<file path="config.mk">
export PLATFORM = sky130hd
export DESIGN_NAME = serializador
export DESIGN_NICKNAME = d
export VERILOG_FILES = /design/src/rtl/serializador.sv
export SDC_FILE = /design/constraint.sdc
export NUM_CORES = 1
export LEC_CHECK = 0
export BUFFER_PORTS_ARGS = -buffer_cell sky130_fd_sc_hd__buf_2
export CAP_MARGIN = 20
export CORE_ASPECT_RATIO = 1.75
export CORE_UTILIZATION = 41
export CTS_CLUSTER_DIAMETER = 30
export DETAILED_ROUTE_END_ITERATION = 12
export GPL_TIMING_DRIVEN = 0
export SLEW_MARGIN = 20
export SYNTH_ARGS = -nofsm -noshare
export SYNTH_HDL_FRONTEND = slang
export SYNTH_SLANG_ARGS = --single-unit
</file>
<file path="constraint.sdc">
create_clock -name clk_10KHz -period 2.64 [get_ports clk_10KHz]
set_clock_uncertainty 0.1 [all_clocks]
set_input_delay 0.396 -clock clk_10KHz [delete_from_list [all_inputs] [get_ports clk_10KHz]]
set_output_delay 0.396 -clock clk_10KHz [all_outputs]
set_load 0.02 [all_outputs]
</file>
<file path="src/rtl/serializador.sv">
// Byte serializer behind the byte queue: pops one byte, shifts it out MSB-first
// under a valid/ready handshake, then idles for a programmable gap.
module serializador #(
    parameter int DATA_WIDTH = 8,
    parameter int LEN_WIDTH  = 4,
    parameter int GAP_CYCLES = 1
) (
    input  logic                  clk_10KHz,
    input  logic                  reset,
    input  logic [DATA_WIDTH-1:0] data_in,
    input  logic [LEN_WIDTH-1:0]  len_in,
    output logic                  dequeue_out,
    input  logic                  ready_in,
    output logic                  serial_out,
    output logic                  serial_valid,
    output logic                  busy,
    output logic                  byte_done
);

    localparam int CNT_W = (DATA_WIDTH > 1) ? $clog2(DATA_WIDTH) : 1;
    localparam int GAP_W = 4;
    localparam logic [CNT_W-1:0] LAST_BIT = CNT_W'(DATA_WIDTH - 1);
    localparam logic [GAP_W-1:0] LAST_GAP = GAP_W'(GAP_CYCLES - 1);

    typedef enum logic [2:0] {
        S_IDLE  = 3'd0,
        S_REQ   = 3'd1,
        S_WAIT  = 3'd2,
        S_SHIFT = 3'd3,
        S_GAP   = 3'd4
    } state_t;

    state_t                state_q, state_d;
    logic [DATA_WIDTH-1:0] shift_q, shift_d;
    logic [CNT_W-1:0]      bit_cnt_q, bit_cnt_d;
    logic [GAP_W-1:0]      gap_cnt_q, gap_cnt_d;

    always_ff @(posedge clk_10KHz) begin
        if (reset) begin
            state_q   <= S_IDLE;
            shift_q   <= '0;
            bit_cnt_q <= '0;
            gap_cnt_q <= '0;
        end else begin
            state_q   <= state_d;
            shift_q   <= shift_d;
            bit_cnt_q <= bit_cnt_d;
            gap_cnt_q <= gap_cnt_d;
        end
    end

    // Handshake: a bit transfers on a rising edge where serial_valid and ready_in are both high.
    always_comb begin
        state_d      = state_q;
        shift_d      = shift_q;
        bit_cnt_d    = bit_cnt_q;
        gap_cnt_d    = gap_cnt_q;
        dequeue_out  = 1'b0;
        serial_out   = 1'b0;
        serial_valid = 1'b0;
        busy         = 1'b0;
        byte_done    = 1'b0;

        case (state_q)
            S_IDLE: begin
                if (len_in != '0) begin
                    state_d = S_REQ;
                end
            end

            S_REQ: begin
                busy        = 1'b1;
                dequeue_out = 1'b1;
                state_d     = S_WAIT;
            end

            // The queue's registered head only shows the popped byte one cycle after the pop.
            S_WAIT: begin
                busy      = 1'b1;
                shift_d   = data_in;
                bit_cnt_d = '0;
                state_d   = S_SHIFT;
            end

            S_SHIFT: begin
                busy         = 1'b1;
                serial_valid = 1'b1;
                serial_out   = shift_q[DATA_WIDTH-1];
                if (ready_in) begin
                    shift_d   = shift_q << 1;
                    bit_cnt_d = bit_cnt_q + 1'b1;
                    if (bit_cnt_q == LAST_BIT) begin
                        bit_cnt_d = '0;
                        gap_cnt_d = '0;
                        state_d   = S_GAP;
                    end
                end
            end

            S_GAP: begin
                busy      = 1'b1;
                byte_done = (gap_cnt_q == '0);
                gap_cnt_d = gap_cnt_q + 1'b1;
                if (gap_cnt_q == LAST_GAP) begin
                    gap_cnt_d = '0;
                    state_d   = S_IDLE;
                end
            end

            default: begin
                state_d = S_IDLE;
            end
        endcase
    end

endmodule

</file>
==> summary.txt <==
Worst setup path start -> gap_cnt_q[0]
Synth top area cells -> dfxtp_1, a221oi_1, o21ai_0
Number of global-route vias before repair -> 928
Die ar. -> 0.002574 mm2
Wire length on met1 -> 981 um
Syn Inst Count -> 113
First-pass GRT wire length -> 3926 um
Fin crit share -> 79.13%
Synth top area share -> 37.11%
Number of hold buffers added after CTS -> 0
Total CTS buffers -> 3
Number of synthesized flops with an enable pin -> 0
MaxCap Viol Count -> 0
CTS Sinks -> 18
Post-synthesis sequential area ratio -> 37.11%
H-tree depth -> 1
Hold Fails Final Rpt -> 0
Kind of critical path -> flop to output port
CP Capture Type -> output port
Fin. max-slew vios -> 0
Synth Cell Area -> 970.9 um2
Post-synth ARST share -> 0%
Leak Pwr -> 0.0004675 uW
Total chip power -> 578.8 uW
Crit path to -> byte_done
Syn avg cell area -> 8.592 um2
Worst r2r dst -> gap_cnt_q[2]
Initial Utilization -> 42.71%
CP startpoint kind -> flop
Final estimated routing congestion in global placement -> 0.7933
Die Ht -> 66.38 um
Worst R2R Start -> bit_cnt_q[0]
RSZ-0062 raised after global routing -> no
Final WL -> 2311 um
Worst hold path type -> input pin to flop
Synth-to-layout area growth -> 16.75%
Worst-margin pin slew -> 666.3 ps
Top Layer Used -> met4
Clk buf depth -> 2
Yosys warns -> 0
TritonCTS clock tree -> done
DR pass1 iterations -> 4
Worst Path Required -> 2140 ps
Starting DRT DRC Count -> 25
# port buffers -> 18
Final setup fails -> 0
WL/cell -> 14.53 um
HPWL Detailed -> 1716 um
Met3 Routed Length -> 45 um
Cells on worst reg2reg path -> 5
Worst Path Arrival -> 1590 ps
Detail Route met2 WL -> 1259 um
Total GRT Usage -> 21.17%
Clk pin slew, worst setup/hold paths -> 70 ps
Flop2flop setup slack -> 850 ps
Min Tclk post-route -> 2089 ps
Largest net degree at the start of global routing -> 11
Status -> finished clean
FP Rows -> 23
Peak VDD IR -> 0.3119 mV
Setup bufs post-CTS -> 0
Syn Nets -> 132
Post-cts resize count -> 0
Yosys cell types -> 32
Gr ovfl total -> 0
Total Neg Setup Slack -> 0 ps
PwrDens -> 510.6 mW/mm2
Clock root cell -> clkbuf_8
Ant. Diodes -> 0
DRC Markers -> 0
Post-route ant nets -> 0
Main flop type after synthesis -> dfxtp_1
Initial antenna violation count -> 0
Share of layout cells above drive strength 1 -> 20.90%
Core area -> 0.002273 mm2
Yosys top cell by area -> dfxtp_1
Vias per std cell -> 5.635
Skew-Pair Late Insertion Delay -> 250 ps
Relative slew slack -> 54.95%
FMAX -> 0.4787 GHz
Nets -> 155
FF+latch count, synth -> 18
IO Pins -> 20
Crit-path max FO -> 4
Routed via count -> 896
Die Wd -> 38.79 um
-- registers in the layout, indices dropped and copies added, names as in the netlist --
| name | count |
|---|---|
| bit_cnt_q | 3 |
| gap_cnt_q | 4 |
| shift_q | 8 |
| state_q | 3 |
-- cells by family after synthesis --
group	synth area share, %
DFF	37.11
and+or+nand+nor	25.52
AOI/OAI and AO/OA	23.58
xor gates and xnor gates	0.9022
adders and majority gates	5.155
buffers and inverters	7.732
-- cells in the final DEF, fill, tap and decap left out --
cell type,Yosys,final
a22o_1,1,1
a221o_1,1,1
buf_4,1,1
a32oi_1,1,1
nor2_1,4,4
nor2b_1,6,6
a21bo_2,1,1
nand3_1,3,3
and3_1,1,1
xnor2_1,1,1
nor3_1,2,2
o21ai_1,1,1
or4_1,2,2
and4b_1,3,3
or3b_2,1,1
clkbuf_8,0,3
a2111oi_0,1,1
clkbuf_1,4,4
or3_1,1,1
inv_1,10,10
or3b_1,1,1
o21ai_0,13,13
ha_1,4,4
a211oi_1,1,1
a221oi_1,8,8
a21oi_1,4,4
nand2b_1,3,3
nand2_1,4,4
nand3b_1,7,7
dfxtp_1,18,18
a221oi_2,1,1
nor4b_1,1,1
buf_2,3,21
-- metal layers --
layer,up-vias,global-route usage (%)
met5,-,0
li1,458,-
met2,14,39.79
met1,422,21.83
met4,0,9.052
met3,2,2.020
-- power breakdown --
part	leakage, uW	switching (uW)	total, uW	internal, uW
clock network	0.0000216	87.8	189	101
registers	0.000147	7.17	293	286
logic	0.000299	58.4	96.6	38.2
total	0.000468	153	579	425
-- cells in the mapped netlist, types with 2 or more instances --
| library cell | count |
|---|---|
| dfxtp_1 | 18 |
| o21ai_0 | 13 |
| inv_1 | 10 |
| a221oi_1 | 8 |
| nand3b_1 | 7 |
| nor2b_1 | 6 |
| a21oi_1 | 4 |
| clkbuf_1 | 4 |
| ha_1 | 4 |
| nand2_1 | 4 |
| nor2_1 | 4 |
| and4b_1 | 3 |
| buf_2 | 3 |
| nand2b_1 | 3 |
| nand3_1 | 3 |
| nor3_1 | 2 |
| or4_1 | 2 |
-- worst min-delay path by stage --
stage,startpoint,endpoint,depth (start not counted)
2_1_floorplan,shift_q[1],shift_q[1],2
6_report,data_in[0],shift_q[0],3
3_5_place_dp,shift_q[1],shift_q[1],2
5_1_grt,data_in[0],shift_q[0],3
3_3_place_gp,shift_q[2],shift_q[2],2
4_1_cts,data_in[0],shift_q[0],3
-- area by class of cell --
type                            instances  area, um2
Buffer                                  8      37.54
Clock buffer                            3      41.29
Fill cell                             242       1140
Inverter                               10      37.54
Multi-Input combinational cell         77      535.5
Sequential cell                        18      360.3
Tap cell                               25      31.28
Timing Repair Buffer                   18      90.09
-- metrics by stage --
stage	utilization, %	setup slack (ps)	instances	instance area (um2)	hold WS [ps]
5_1_grt	49.86	409.0	159	1134	335.8
4_1_cts	49.86	550.7	159	1134	316.0
3_5_place_dp	48.05	834.3	156	1092	356.5
2_1_floorplan	-	854.5	113	970.9	340.9
3_3_place_gp	48.05	862.0	156	1092	349.4
6_report	49.86	551.0	159	1134	319.0
-- worst max-delay path, stage by stage, from the launching register on --
cell and delay [ps]:
dfxtp_1 340, inv_1 80, ha_1 160, or3b_2 480
nor2_1 110, buf_2 170
Note: power is estimated with default switching activity, not from simulation.
